===== src/rtl/cpu_mem_pkg.sv =====
// Shared definitions for the CPU memory arbiter and its instruction fetch buffer.
// Contents:
//   state_e          arbiter FSM encoding (IDLE, DREQ, IREQ, RESP)
//   DRW_READ/WRITE   encodings of the CPU data-request field
//   ibuf_*_w()       index/select/tag widths derived from the buffer depth
package cpu_mem_pkg;

  typedef enum logic [1:0] {
    IDLE = 2'd0,
    DREQ = 2'd1,
    IREQ = 2'd2,
    RESP = 2'd3
  } state_e;

  localparam logic [1:0] DRW_READ  = 2'b10;
  localparam logic [1:0] DRW_WRITE = 2'b01;

  // Number of address bits used as the buffer index (0 for a single entry).
  function automatic int ibuf_idx_w(input int depth);
    return (depth > 1) ? $clog2(depth) : 0;
  endfunction

  // Width of the index signal itself; never zero so it can always be declared.
  function automatic int ibuf_sel_w(input int depth);
    return (depth > 1) ? $clog2(depth) : 1;
  endfunction

  // Tag covers every address bit above the word offset and the index.
  function automatic int ibuf_tag_w(input int addr_w, input int depth);
    return addr_w - 2 - ibuf_idx_w(depth);
  endfunction

endpackage


===== src/rtl/cpu_ibuf.sv =====
// Direct-mapped instruction fetch buffer.
// Ports:
//   clk, rst                     clock, asynchronous active-high reset (clears valid bits)
//   lookup_addr_i -> hit_o,      combinational lookup; rdata_o is zero on a miss
//                    rdata_o
//   fill_en_i, fill_addr_i,      write one word and mark its entry valid
//   fill_data_i
//   inv_en_i, inv_addr_i         drop the entry holding inv_addr_i, if it is present
module cpu_ibuf
  import cpu_mem_pkg::*;
#(
  parameter int ADDR_W = 32,
  parameter int DATA_W = 32,
  parameter int DEPTH  = 8
) (
  input  logic              clk,
  input  logic              rst,
  input  logic [ADDR_W-1:0] lookup_addr_i,
  output logic              hit_o,
  output logic [DATA_W-1:0] rdata_o,
  input  logic              fill_en_i,
  input  logic [ADDR_W-1:0] fill_addr_i,
  input  logic [DATA_W-1:0] fill_data_i,
  input  logic              inv_en_i,
  input  logic [ADDR_W-1:0] inv_addr_i
);

  localparam int IDX_W = ibuf_idx_w(DEPTH);
  localparam int SEL_W = ibuf_sel_w(DEPTH);
  localparam int TAG_W = ibuf_tag_w(ADDR_W, DEPTH);

  function automatic logic [SEL_W-1:0] idx_of(input logic [ADDR_W-1:0] a);
    return SEL_W'((a >> 2) & ADDR_W'(DEPTH - 1));
  endfunction

  function automatic logic [TAG_W-1:0] tag_of(input logic [ADDR_W-1:0] a);
    return TAG_W'(a >> (2 + IDX_W));
  endfunction

  logic [DATA_W-1:0] data_q [DEPTH];
  logic [TAG_W-1:0]  tag_q  [DEPTH];
  logic [DEPTH-1:0]  valid_q;

  logic [SEL_W-1:0]  lidx, fidx, iidx;
  logic              inv_hit;

  assign lidx    = idx_of(lookup_addr_i);
  assign fidx    = idx_of(fill_addr_i);
  assign iidx    = idx_of(inv_addr_i);

  assign hit_o   = valid_q[lidx] && (tag_q[lidx] == tag_of(lookup_addr_i));
  // Gated so a miss (including the reset state) never exposes stale storage.
  assign rdata_o = hit_o ? data_q[lidx] : '0;
  assign inv_hit = valid_q[iidx] && (tag_q[iidx] == tag_of(inv_addr_i));

  always_ff @(posedge clk or posedge rst) begin
    if (rst) begin
      valid_q <= '0;
    end else if (fill_en_i) begin
      valid_q[fidx] <= 1'b1;
    end else if (inv_en_i && inv_hit) begin
      valid_q[iidx] <= 1'b0;
    end
  end

  always_ff @(posedge clk) begin
    if (fill_en_i) begin
      data_q[fidx] <= fill_data_i;
      tag_q[fidx]  <= tag_of(fill_addr_i);
    end
  end

endmodule


===== src/rtl/cpu_mem_arbiter.sv =====
// Merges the CPU instruction-fetch and data ports onto one variable-latency bus.
// Ports:
//   clk, rst                 clock, asynchronous active-high reset
//   iaddr -> iin             fetch address / instruction returned
//   daddr, dout, drw -> din  data address, store data, request (10 rd, 01 wr) / load data
//   cpu_stall                freezes the CPU until all accesses of the cycle are done
//   bus_req, bus_we,         bus request, write enable, address, write data
//   bus_addr, bus_wdata
//   bus_rdata, bus_ack       bus read data, one-cycle completion pulse
//   bus_err, err_clr         sticky timeout flag and its clear
module cpu_mem_arbiter
  import cpu_mem_pkg::*;
#(
  parameter int ADDR_W     = 32,
  parameter int DATA_W     = 32,
  parameter int IBUF_DEPTH = 8,
  parameter int TIMEOUT    = 64
) (
  input  logic              clk,
  input  logic              rst,
  input  logic [ADDR_W-1:0] iaddr,
  output logic [DATA_W-1:0] iin,
  input  logic [ADDR_W-1:0] daddr,
  input  logic [DATA_W-1:0] dout,
  input  logic [1:0]        drw,
  output logic [DATA_W-1:0] din,
  output logic              cpu_stall,
  output logic              bus_req,
  output logic              bus_we,
  output logic [ADDR_W-1:0] bus_addr,
  output logic [DATA_W-1:0] bus_wdata,
  input  logic [DATA_W-1:0] bus_rdata,
  input  logic              bus_ack,
  output logic              bus_err,
  input  logic              err_clr
);

  localparam int              CNT_W    = (TIMEOUT > 1) ? $clog2(TIMEOUT) : 1;
  localparam logic [CNT_W-1:0] CNT_LAST = CNT_W'((TIMEOUT > 0) ? TIMEOUT - 1 : 0);
  localparam bit              TO_EN    = (TIMEOUT > 0);

  state_e            state_q, state_d;
  logic [ADDR_W-1:0] iaddr_q, iaddr_d, daddr_q, daddr_d;
  logic [DATA_W-1:0] wdata_q, wdata_d;
  logic              we_q, we_d, need_i_q, need_i_d, gap_q, gap_d, err_q, err_d;
  logic [CNT_W-1:0]  cnt_q, cnt_d;
  logic [DATA_W-1:0] load_q, load_d, din_q, din_d, iin_q, iin_d;

  logic              ibuf_hit;
  logic [DATA_W-1:0] ibuf_rdata;
  logic              need_d, need_i, go, acked, expire, done;

  assign need_d = (drw == DRW_READ) || (drw == DRW_WRITE);
  assign need_i = !ibuf_hit;
  assign go     = need_d || need_i;

  // gap_q marks the idle bus cycle inserted between the data and the fetch
  // transaction; ack and the timeout are both ignored during it.
  assign acked  = bus_ack && !gap_q;
  assign expire = TO_EN && !gap_q && !bus_ack && (cnt_q == CNT_LAST);
  assign done   = acked || expire;

  cpu_ibuf #(
    .ADDR_W (ADDR_W),
    .DATA_W (DATA_W),
    .DEPTH  (IBUF_DEPTH)
  ) u_ibuf (
    .clk           (clk),
    .rst           (rst),
    .lookup_addr_i (iaddr),
    .hit_o         (ibuf_hit),
    .rdata_o       (ibuf_rdata),
    .fill_en_i     ((state_q == IREQ) && acked),
    .fill_addr_i   (iaddr_q),
    .fill_data_i   (bus_rdata),
    .inv_en_i      ((state_q == DREQ) && we_q && done),
    .inv_addr_i    (daddr_q)
  );

  // State register
  always_ff @(posedge clk or posedge rst) begin
    if (rst) state_q <= IDLE;
    else     state_q <= state_d;
  end

  // Next-state and datapath next values
  always_comb begin
    state_d  = state_q;
    iaddr_d  = iaddr_q;
    daddr_d  = daddr_q;
    wdata_d  = wdata_q;
    we_d     = we_q;
    need_i_d = need_i_q;
    gap_d    = 1'b0;
    cnt_d    = cnt_q;
    load_d   = load_q;
    din_d    = din_q;
    iin_d    = iin_q;
    err_d    = err_q;
    case (state_q)
      IDLE: begin
        if (go) begin
          iaddr_d  = iaddr;
          daddr_d  = daddr;
          wdata_d  = dout;
          we_d     = (drw == DRW_WRITE);
          need_i_d = need_i;
          // On a hit this is the instruction handed back in RESP.
          iin_d    = ibuf_rdata;
          cnt_d    = '0;
          state_d  = need_d ? DREQ : IREQ;
        end
      end
      DREQ: begin
        if (done) begin
          cnt_d = '0;
          if (!we_q) load_d = acked ? bus_rdata : '0;
          if (need_i_q) begin
            state_d = IREQ;
            gap_d   = 1'b1;
          end else begin
            state_d = RESP;
          end
        end else begin
          cnt_d = cnt_q + 1'b1;
        end
      end
      IREQ: begin
        if (done) begin
          cnt_d   = '0;
          iin_d   = acked ? bus_rdata : '0;
          state_d = RESP;
        end else if (!gap_q) begin
          cnt_d = cnt_q + 1'b1;
        end
      end
      RESP: begin
        din_d   = load_q;
        state_d = IDLE;
      end
      default: state_d = IDLE;
    endcase
    // A timeout in the same cycle as err_clr keeps the flag set.
    if (expire && ((state_q == DREQ) || (state_q == IREQ))) err_d = 1'b1;
    else if (err_clr)                                        err_d = 1'b0;
  end

  always_ff @(posedge clk or posedge rst) begin
    if (rst) begin
      we_q     <= 1'b0;
      need_i_q <= 1'b0;
      gap_q    <= 1'b0;
      cnt_q    <= '0;
      load_q   <= '0;
      din_q    <= '0;
      iin_q    <= '0;
      err_q    <= 1'b0;
    end else begin
      we_q     <= we_d;
      need_i_q <= need_i_d;
      gap_q    <= gap_d;
      cnt_q    <= cnt_d;
      load_q   <= load_d;
      din_q    <= din_d;
      iin_q    <= iin_d;
      err_q    <= err_d;
    end
  end

  // Captured request fields are only observed outside IDLE, so no reset.
  always_ff @(posedge clk) begin
    iaddr_q <= iaddr_d;
    daddr_q <= daddr_d;
    wdata_q <= wdata_d;
  end

  // Outputs; bus_* derive from the state so an asynchronous reset drops them at once.
  always_comb begin
    cpu_stall = 1'b0;
    bus_req   = 1'b0;
    bus_we    = 1'b0;
    bus_addr  = '0;
    bus_wdata = '0;
    iin       = iin_q;
    din       = din_q;
    case (state_q)
      IDLE: begin
        cpu_stall = go && !rst;
        if (!go) iin = ibuf_rdata;
      end
      DREQ: begin
        cpu_stall = 1'b1;
        bus_req   = 1'b1;
        bus_we    = we_q;
        bus_addr  = daddr_q;
        bus_wdata = we_q ? wdata_q : '0;
      end
      IREQ: begin
        cpu_stall = 1'b1;
        bus_req   = !gap_q;
        bus_addr  = iaddr_q;
      end
      RESP: begin
        din = load_q;
      end
      default: ;
    endcase
  end

  assign bus_err = err_q;

endmodule


===== config.mk =====
export PLATFORM = sky130hd
export DESIGN_NAME = cpu_mem_arbiter
export DESIGN_NICKNAME = d
export VERILOG_FILES = /design/src/rtl/cpu_mem_pkg.sv /design/src/rtl/cpu_ibuf.sv /design/src/rtl/cpu_mem_arbiter.sv
export SDC_FILE = /design/constraint.sdc
export NUM_CORES = 1
export LEC_CHECK = 0
export BUFFER_PORTS_ARGS = -buffer_cell sky130_fd_sc_hd__buf_2
export CORE_AREA = 2 2 219 221
export DETAILED_ROUTE_END_ITERATION = 12
export DIE_AREA = 0 0 221 223
export PLACE_DENSITY = 0.8
export SETUP_SLACK_MARGIN = 0.05
export SYNTH_ARGS = -nofsm -noshare
export SYNTH_HDL_FRONTEND = slang
export SYNTH_SLANG_ARGS = --single-unit

===== constraint.sdc =====
create_clock -name clk -period 11.95 [get_ports clk]
set_clock_uncertainty 0.05 [all_clocks]
set_input_delay 0.5975 -clock clk [delete_from_list [all_inputs] [get_ports clk]]
set_output_delay 0.5975 -clock clk [all_outputs]
set_load 0.02 [all_outputs]

==> results.txt <==
Status = complete, no violations
Setup Total Neg Slack = 0 ns
Leakage = 0.0127 uW
Final Net Count = 2136
First-pass GRT wire length = 109000 um
GPL Wtd Cong = 0.863
CP peak stage delay = 0.86 ns
XOR/XNOR Fraction of Synth Area = 1.21%
DRT Pass-1 Iters = 7
Total length of routed wires = 72200 um
Kind of end point of the critical path = primary output
Initial antenna violation count = 5
Post-detailed-route via-to-cell ratio = 6.69
CTS sink cnt = 687
Die Wd = 221 um
Slew Limit Fails = 0
Total grt overflow = 0
Worst-Margin Slew = 1.19 ns
CTS H-tree lvls = 3
Finish-stage setup viols = 0
TritonCTS clock tree = yes
Post-Syn Area per Cell = 17.0 um2
Top post-synthesis cells by count = edfxtp_1 (568), mux4_2 (151), dfrtp_1 (116), mux2i_1 (116), nand2_1 (114)
Achievable frequency = 177 MHz
Die area = 49300 um2
Synth Area in Simple Gates = 7.41%
Peak VDD IR = 0.157 mV
Clock transition at the registers of the reported paths = 0.06 ns
Port-buffer cells = 265
Worst rel slew slack = 20.7%
Max-cap check violation count = 0
Netlist cell types = 57
Post-CTS Hold Fix Bufs = 0
Largest net degree at the start of global routing = 75
Crit path DAT = 5.00 ns
Max Root-Sink Buffers = 3
Number of global-route vias before repair = 18229
Synth Instances = 1740
RSZ-0062 raised after global routing = false
Setup bufs post-CTS = 0
Routed Antenna Nets = 0
Min cycle time layout = 5.65 ns
Hold crit path type = in2async
Sequential area share after synthesis = 67.5%
Crit Path Max Fanout = 69
Slowest cell on crit path = buf_4
EDFF count, synth = 568
Placed cell areas = 31500 um2
Filler cell count in the final layout = 2888
Mapped Area = 29700 um2
Die Span Y = 223 um
Most frequent cell after synthesis = edfxtp_1
Main combinational cell family by area after synthesis = multiplexers
Synth top area cells = edfxtp_1 (58%), mux4_2 (11%), dfrtp_1 (9.8%), mux2i_1 (3.9%), mux2_2 (1.6%)
Crit path required time = 11.30 ns
Post-synth top area cell = edfxtp_1
Fraction of layout cells with a size suffix above 1 = 30.1%
Drt drc = 0
Initial Util = 62.9%
Detailed-route via count = 17845
Path type of the worst setup path = in2out
Asr flop ratio synth = 16.9%
Iteration-0 DRC Markers = 2243
CP Launch Type = input port
Area share of fa/ha/maj cells after synthesis = 0.295%
Root Buffer = clkbuf_16
CTS buffer count = 69
Final hold vios = 0
Wire per inst = 27.1 um
Design area = 33800 um2
Ys flop type = edfxtp_1
Synthesis-stage register bit count = 687
Yosys top cell area share = 57.5%
Standard-cell rows = 80
CP cell instances = buf_6 -> buf_4 -> mux4_2 -> mux2i_1 -> xor2_1 -> nand2_1 -> nor4_2 -> and4_1 -> mux2_1 -> buf_2
Dpl hpwl = 42600 um
Clock Latency Late Sink = 0.61 ns
Syn nets = 1881
Global Route Usage Sum = 29.5%
Yosys Warn Count = 0
Final period util = 47.3%
Area grow syn2layout = 13.9%
Post-synthesis mux area share = 17.2%
Core area = 47100 um2
Synth Area in Compound Gates = 4.40%
I/O pin cnt = 266
PwrDens = 229 nW/um2
Post-cts resize count = 0
## final cells by class
cell class / count / area, um2 / area share, %
well taps: 615 / 769 / 2.28
diodes: 2 / 5.00 / 0.0148
clock buffers: 84 / 1850 / 5.47
multi-input cells: 931 / 9130 / 27.0
flip-flops and latches: 687 / 20000 / 59.3
inverters: 9 / 36.3 / 0.107
clock inverters: 43 / 390 / 1.16
repair buffers: 297 / 1580 / 4.67
## critical path: cells and delay by family
family	cells	cell delay, ns
buf+inv	3	1.70
mux	3	1.27
xor+xnor	1	0.26
simple gates	3	1.06
## power by group
part | total (uW) | switching [uW] | internal [uW]
Combinational | 2260 | 1390 | 871
Clock | 2140 | 889 | 1250
Sequential | 3320 | 265 | 3060
## logic make-up (layout without fill, tap and decap cells)
family | after synthesis | count (layout)
flops | 687 | 687
simple gates | 398 | 398
mux | 314 | 314
compound gates | 171 | 171
buf+inv | 122 | 433
xor+xnor | 41 | 41
fa+ha+maj | 7 | 7
other cells | 0 | 2
## per-stage QoR
stage          hold slack (ns)  power (uW)  setup WS [ns]  util (%)  cells
2_1_floorplan            0.383        4880           4.71         -   1740
3_3_place_gp             0.394        5520           6.39      66.9   2539
3_5_place_dp             0.402        5610           6.21      66.9   2539
4_1_cts                 0.0309        7750           6.30      71.6   2666
5_1_grt                 0.0790        8020           5.96      71.6   2667
6_report                0.0290        7730           6.30      71.6   2668
## final timing paths
path,startpoint,cells after the start,end,slack [ns]
setup / recovery,iaddr[2],10,iin[31],6.30
hold / removal,rst,2,din_q[2],0.03
setup reg to reg,state_q[0],6,u_ibuf.tag_q[5][23],7.76
hold reg to reg,load_q[26],2,load_q[26],0.41
max in group asynchronous,rst,3,din_q[26],10.43
min in group clk,daddr[27],1,daddr_q[27],0.11
## layer usage
metal	track usage [%]	vias to the layer above	wire, um
li1	-	7476	-
met1	40.7	9148	28100
met2	47.3	1048	35300
met3	6.03	167	6500
met4	10.8	6	2350
met5	0	-	39
## cells in the final DEF (no fill, tap or decap), types with 5 or more instances in the layout
cell	n
a21bo_2	6
a21oi_1	6
a22oi_1	48
a31oi_1	6
and3_1	70
buf_2	262
buf_4	34
bufinv_16	7
clkbuf_1	12
clkbuf_16	72
clkinv_1	20
clkinv_2	11
dfrtp_1	116
edfxtp_1	568
inv_1	8
mux2_1	5
mux2_2	42
mux2i_1	116
mux4_2	151
nand2_1	114
nand2b_1	5
nand3_1	46
nand3b_1	39
nand4_1	12
nor2_1	27
nor2b_1	37
nor4_1	6
o21ai_0	41
o221a_1	32
o31ai_1	8
xnor2_1	19
xor2_1	22
## sequential cells by signal, indices dropped and copies added, names as in the netlist, named ones only
| signal | flops |
|---|---|
| we_q | 1 |
| iin_q | 32 |
| daddr_q | 32 |
| cnt_q | 6 |
| u_ibuf.valid_q | 8 |
| din_q | 32 |
| u_ibuf.data_q | 256 |
| wdata_q | 32 |
| iaddr_q | 32 |
| bus_err | 1 |
| load_q | 32 |
| need_i_q | 1 |
| u_ibuf.tag_q | 216 |
| gap_q | 1 |
| state_q | 2 |
No activity file was read; power rests on OpenSTA's default activity.
